**config.mk**
```make
export PLATFORM = sky130hd
export DESIGN_NAME = stream_fifo_buffer
export DESIGN_NICKNAME = d
export VERILOG_FILES = /design/src/rtl/stream_fifo_buffer.sv
export SDC_FILE = /design/constraint.sdc
export NUM_CORES = 1
export LEC_CHECK = 0
export ABC_AREA = 1
export CORE_ASPECT_RATIO = 1.1
export CORE_UTILIZATION = 57
export DETAILED_ROUTE_END_ITERATION = 16
export PLACE_DENSITY_LB_ADDON = 0.1
export SYNTH_ARGS = -nofsm -noshare
export SYNTH_HDL_FRONTEND = slang
export SYNTH_SLANG_ARGS = --single-unit
```
**constraint.sdc**
```tcl
create_clock -name clk -period 3.3 [get_ports clk]
set_input_delay 0.825 -clock clk [delete_from_list [all_inputs] [get_ports clk]]
set_output_delay 0.825 -clock clk [all_outputs]
set_load 0.05 [all_outputs]
```
**src/rtl/stream_fifo_buffer.sv**
```systemverilog
// First-word-fall-through FIFO with valid/ready on both sides; feeds the width
// converter and absorbs producer bursts while the converter is serialising.
module stream_fifo_buffer #(
    parameter int DATA_WIDTH  = 8,
    parameter int DEPTH       = 8,
    parameter int AFULL_LEVEL = 6
) (
    input  logic                     clk,
    input  logic                     rst_n,
    input  logic                     flush,
    input  logic                     s_valid,
    input  logic [DATA_WIDTH-1:0]    s_data,
    output logic                     s_ready,
    output logic                     m_valid,
    output logic [DATA_WIDTH-1:0]    m_data,
    input  logic                     m_ready,
    output logic [$clog2(DEPTH):0]   count,
    output logic                     almost_full,
    output logic [$clog2(DEPTH):0]   max_level
);
    localparam int AW = $clog2(DEPTH);
    localparam int CW = AW + 1;
    localparam logic [CW-1:0] DEPTH_C = CW'(DEPTH);
    localparam logic [CW-1:0] AFULL_C = CW'(AFULL_LEVEL);

    logic [DATA_WIDTH-1:0] mem [DEPTH];

    logic [AW-1:0] wr_ptr_q, wr_ptr_d;
    logic [AW-1:0] rd_ptr_q, rd_ptr_d;
    logic [CW-1:0] count_q, count_d;
    logic [CW-1:0] max_q, max_d;
    logic          push, pop;

    // Handshake outputs come only from the count register, never from s_valid/m_ready.
    assign s_ready     = (count_q != DEPTH_C);
    assign m_valid     = (count_q != '0);
    assign m_data      = m_valid ? mem[rd_ptr_q] : '0;
    assign count       = count_q;
    assign almost_full = (count_q >= AFULL_C);
    assign max_level   = max_q;

    assign push = s_valid && s_ready;
    assign pop  = m_valid && m_ready;

    always_comb begin
        wr_ptr_d = wr_ptr_q;
        rd_ptr_d = rd_ptr_q;
        count_d  = count_q;
        max_d    = max_q;
        if (flush) begin
            wr_ptr_d = '0;
            rd_ptr_d = '0;
            count_d  = '0;
            max_d    = '0;
        end else begin
            // DEPTH is a power of two, so pointer wrap is plain overflow.
            if (push) wr_ptr_d = wr_ptr_q + 1'b1;
            if (pop)  rd_ptr_d = rd_ptr_q + 1'b1;
            if (push && !pop)      count_d = count_q + 1'b1;
            else if (pop && !push) count_d = count_q - 1'b1;
            max_d = (count_d > max_q) ? count_d : max_q;
        end
    end

    always_ff @(posedge clk or negedge rst_n) begin
        if (!rst_n) begin
            wr_ptr_q <= '0;
            rd_ptr_q <= '0;
            count_q  <= '0;
            max_q    <= '0;
        end else begin
            wr_ptr_q <= wr_ptr_d;
            rd_ptr_q <= rd_ptr_d;
            count_q  <= count_d;
            max_q    <= max_d;
        end
    end

    // Storage is not reset; a flushed offer must not land in the array.
    always_ff @(posedge clk) begin
        if (push && !flush) mem[wr_ptr_q] <= s_data;
    end

endmodule
```
* Word level (Yosys, flattened, before mapping) *
Memories as Yosys holds them, arrays and structs flattened.
Cells that the tools add are included.

word-level totals
  word-level logic and storage cells = 37
  output and inout port bits = 19
  flip-flop bits (word level) = 14
  ROM bits = 0
  RAM bits = 64
  memories = 1
  latch bits = 0

memory list
  memory  depth  bits a word  read ports  clocked after Yosys merged registers in  wr ports  RTL line  source
  mem     8      8            1           0                                        1         26        logic [DATA_WIDTH-1:0] mem [DEPTH];

operators by class
  divide/modulo/power cells = 0
  reductions and logical operators = 12
  equal/unequal tests = 1
  shift-type cells = 0
  bitwise logic cells = 0
  mux-type cells = 13
  add/sub/neg operators = 4
  multiply operators = 0
  magnitude comparators = 2

operators with widths
  kind                                                                number
  2-to-1 mux 4 bit                                                    6
  2-to-1 mux 3 bit                                                    4
  2-to-1 mux 8 bit                                                    1
  adder 3 x 1 -> 3 bit (second input constant)                        2
  nonzero test 2 bit                                                  3
  logical AND 1 bit                                                   5
  adder 4 x 1 -> 4 bit (second input constant)                        1
  greater-or-equal comparator 4 x 3 -> 1 bit (second input constant)  1
  > comparator 4 bit                                                  1
  inequality test 4 bit (second input constant)                       1
  nonzero test 4 bit                                                  1
  subtractor 4 x 1 -> 4 bit (second input constant)                   1
  zero test 1 bit                                                     3
  2-to-1 mux 1 bit                                                    2

* Depth between registers and ports, before layout *
  depth in word-level cells = 10
  depth in mapped cells = 18

* Worst setup path after synthesis *
No wires, ideal clock.

  kind = register -> output
  start point = register count_q[0] (netlist: count[0])
  end point = output port m_data[0]
  arrival time = 2.334 ns
  required time = 2.475 ns
  slack = 0.141 ns
  stages on the path, launching flop included = 6
  path through = dfrtp_1 -> inv_1 -> ha_1 -> nand2_4 -> o21ai_0 -> a31oi_1

between the ends
  word-level cells in the longest chain between the ends = 2

RTL lines
  element                 RTL line  source
  start, declared         30        logic [CW-1:0] count_q, count_d;
  start signal, assigned  74        count_q <= count_d;
  nonzero test 4 bit      36        assign m_valid = (count_q != '0);
  via m_valid             14        output logic m_valid,
  2-to-1 mux 8 bit        37        assign m_data = m_valid ? mem[rd_ptr_q] : '0;
  end, declared           15        output logic [DATA_WIDTH-1:0] m_data,

The timed path passes the listed nets, and every way through them passes these cells.

* Final worst setup path *
  start point = register count_q[1] (netlist: count[1])
  end point = output port m_valid

between the ends
  word-level cells in the longest chain between the ends = 1

RTL lines
  element             RTL line
  nonzero test 4 bit  36
  end, declared       14

No other way between the ends.

==> impl_metrics.env <==
export IMPL_outcome="finished clean"
export IMPL_fin_ws_ns=0.248
export IMPL_syn_to_final_growth_pct=17.7
export IMPL_yosysMostFrequentCell="nor2_1"
export IMPL_cts_htree_levels=3
export IMPL_vias=2465
export IMPL_vias_per_cell=5.47
export IMPL_yosysSeqAreaShare_pct=64.4
export IMPL_totalNegativeSetupSlack_ns=0
export IMPL_cts_reportedPaths_clkPinSlew_ns=0.08
export IMPL_skew_ns=0.00737
export IMPL_grt_pass1_vias=2358
export IMPL_ys_types=28
export IMPL_drt_iter0_markers=143
export IMPL_hold_depth=2
export IMPL_min_period_ns=3.05
export IMPL_ir_drop_v=0.000547
export IMPL_syn_inst=328
export IMPL_avgSynthCellArea_um2=10.8
export IMPL_fillers=441
export IMPL_max_clock_path_buffers=2
export IMPL_crit_path_top_delay_cell="clkdlybuf4s50_1"
export IMPL_post_cts_setup_buffers=0
export IMPL_synthArstFlopShare_pct=17.9
export IMPL_grt_total_usage_pct=23.7
export IMPL_ys_flop_type="edfxtp_1"
export IMPL_tightest_slew_ns=0.698
export IMPL_drive_above_1_share_pct=13.6
export IMPL_netlist_area_mm2=0.00353
export IMPL_clock_latency_ns=0.34
export IMPL_cp_cell_sequence="inv_1 -> ha_1 -> nand2_4 -> clkdlybuf4s50_1"
export IMPL_critical_path_top_delay_family="buffers and inverters"
export IMPL_fin_crit_sh_pct=92.5
export IMPL_numClockSinks=78
export IMPL_multi_input_area_mm2=0.00109
export IMPL_ios=32
export IMPL_postCtsHoldBufs=0
export IMPL_cp_data_arrival_time_ns=2.23
export IMPL_reg2reg_depth=17
export IMPL_dp_slack_ns=0.209
export IMPL_synth_fp_nets=350
export IMPL_synth_edf_count=64
export IMPL_postRouteAntennaNets=0
export IMPL_crit_fanout=10
export IMPL_num_antenna_cells=0
export IMPL_slowest_delay_ns=0.83
export IMPL_grt_overflow=0
export IMPL_yosysWarningCount=0
export IMPL_worstSetupPathType="register to output port"
export IMPL_met2_length_mm=3.41
export IMPL_yosysTopAreaCellShare_pct=54.5
export IMPL_hpwl_mm=4.78
export IMPL_cts_tree="built"
export IMPL_synthTopCellsByCount="nor2_1 (71), edfxtp_1 (64), o21ai_0 (54)"
export IMPL_synth_top_cells_by_area="edfxtp_1 (54%), dfrtp_1 (9.9%), o21ai_0 (7.7%)"
export IMPL_port_buffers=31
export IMPL_wl_met3_um=323
export IMPL_setup_violations=0
export IMPL_die_h_um=84.5
export IMPL_cts_resized=0
export IMPL_gp_congestion=0.796
export IMPL_ys_ff_latch=78
export IMPL_final_net_count=391
export IMPL_hold_path_class="register to register"
export IMPL_dr_max_layer_used="met4"
export IMPL_start_util_pct=60.0
export IMPL_drt_met1_wl_mm=3.23
export IMPL_cts_buffers=9
export IMPL_grt_pass1_wl_mm=11.3
export IMPL_final_hold_viol_count=0
export IMPL_die_width_um=77
export IMPL_rows=29
export IMPL_detail_route_first_pass_iterations=4
export IMPL_rsz0062_at_grt="false"
export IMPL_synth_top_area_cell="edfxtp_1"
export IMPL_required_ns=2.47
export IMPL_drv_cap=0
export IMPL_clockRootBuffer="clkbuf_8"
export IMPL_dieArea_mm2=0.00651
export IMPL_grt_max_degree=34
export IMPL_p_leak_nw=1.61
export IMPL_critPathCaptureType="output port"
export IMPL_antenna_found_initial=0
export IMPL_seqCellArea_mm2=0.00227
export IMPL_critPathBufInv=2
export IMPL_fmax_ghz=0.328
export IMPL_power_density_mw_per_mm2=828
export IMPL_drcViolationCount=0
export IMPL_finalMaxSlewViolations=0
export IMPL_wl_mm=7.09
export IMPL_core_area_mm2=0.00588
export IMPL_slew_headroom_pct=53.4
export IMPL_wl_per_cell_um=15.7
export IMPL_cp_depth=4
export IMPL_start_kind="register"
path summary, 6_finish.rpt:
path	start	slack, ns	endpoint
min in group asynchronous	rst_n	0.89	count[1]
max in group asynchronous	rst_n	1.98	count[2]
setup / recovery	count[1]	0.25	m_valid
hold reg to reg	max_level[1]	0.55	max_level[1]
setup reg to reg	count[1]	0.58	max_level[2]
hold / removal	max_level[1]	0.55	max_level[1]
metrics by stage:
stage	total power, mW	instance area, µm²	std cells	hold slack, ns	util [%]
2_1_floorplan	2.29	3530	328	0.529	-
3_3_place_gp	2.67	3940	435	0.548	67.0
3_5_place_dp	2.70	3940	435	0.526	67.0
4_1_cts	3.45	4150	451	0.553	70.6
5_1_grt	3.63	4150	451	0.581	70.6
6_report	3.44	4150	451	0.549	70.6
registers in the layout, indices dropped and copies added, names as in the netlist:
name,cells
mem,64
wr_ptr_q,3
max_level,4
count,4
rd_ptr_q,3
power by group:
part	leakage [nW]	internal, mW	switching [mW]
clock network	0.104	0.425	0.336
logic	0.743	0.464	1.01
registers	0.763	1.13	0.0731
total	1.61	2.02	1.42
metal layers:
metal	up-vias	GRT usage, %
met5	-	0
met4	0	8.75
met3	9	5.65
met2	55	38.0
met1	1184	31.7
li1	1217	-
cell type report:
class                      count  share of cell area (%)
clock buffer                  10                    3.08
clock inverter                 6                    2.05
inverter                      23                    2.14
multi-input combinational    213                    26.3
sequential                    78                    54.7
tap                           77                    2.32
timing repair buffer          44                    9.35
kinds of logic after synthesis:
kind of cell | share of synthesized area, %
and+or+nand+nor | 16.2
DFF | 64.4
AOI/OAI and AO/OA | 10.8
buffers and inverters | 4.61
adders and majority gates | 3.19
xor gates and xnor gates | 0.745
tightest hold or removal path, stage by stage, from the launching register on:
cell     delay (ns)
dfrtp_1        0.38
nand3_1        0.08
nand2_1        0.06
cells in the final DEF, fill, tap and decap left out, types with 3 or more instances in the layout:
master,instances
nor2_1,71
edfxtp_1,64
o21ai_0,54
nand2_1,35
clkdlybuf4s50_1,23
buf_4,21
inv_1,18
dfrtp_1,14
a31oi_1,9
ha_1,9
clkbuf_8,9
nand3_1,8
a21oi_1,6
nand2_4,4
nand4_1,4
inv_2,3
nand2_2,3
Power figures use the tool's default switching activity.
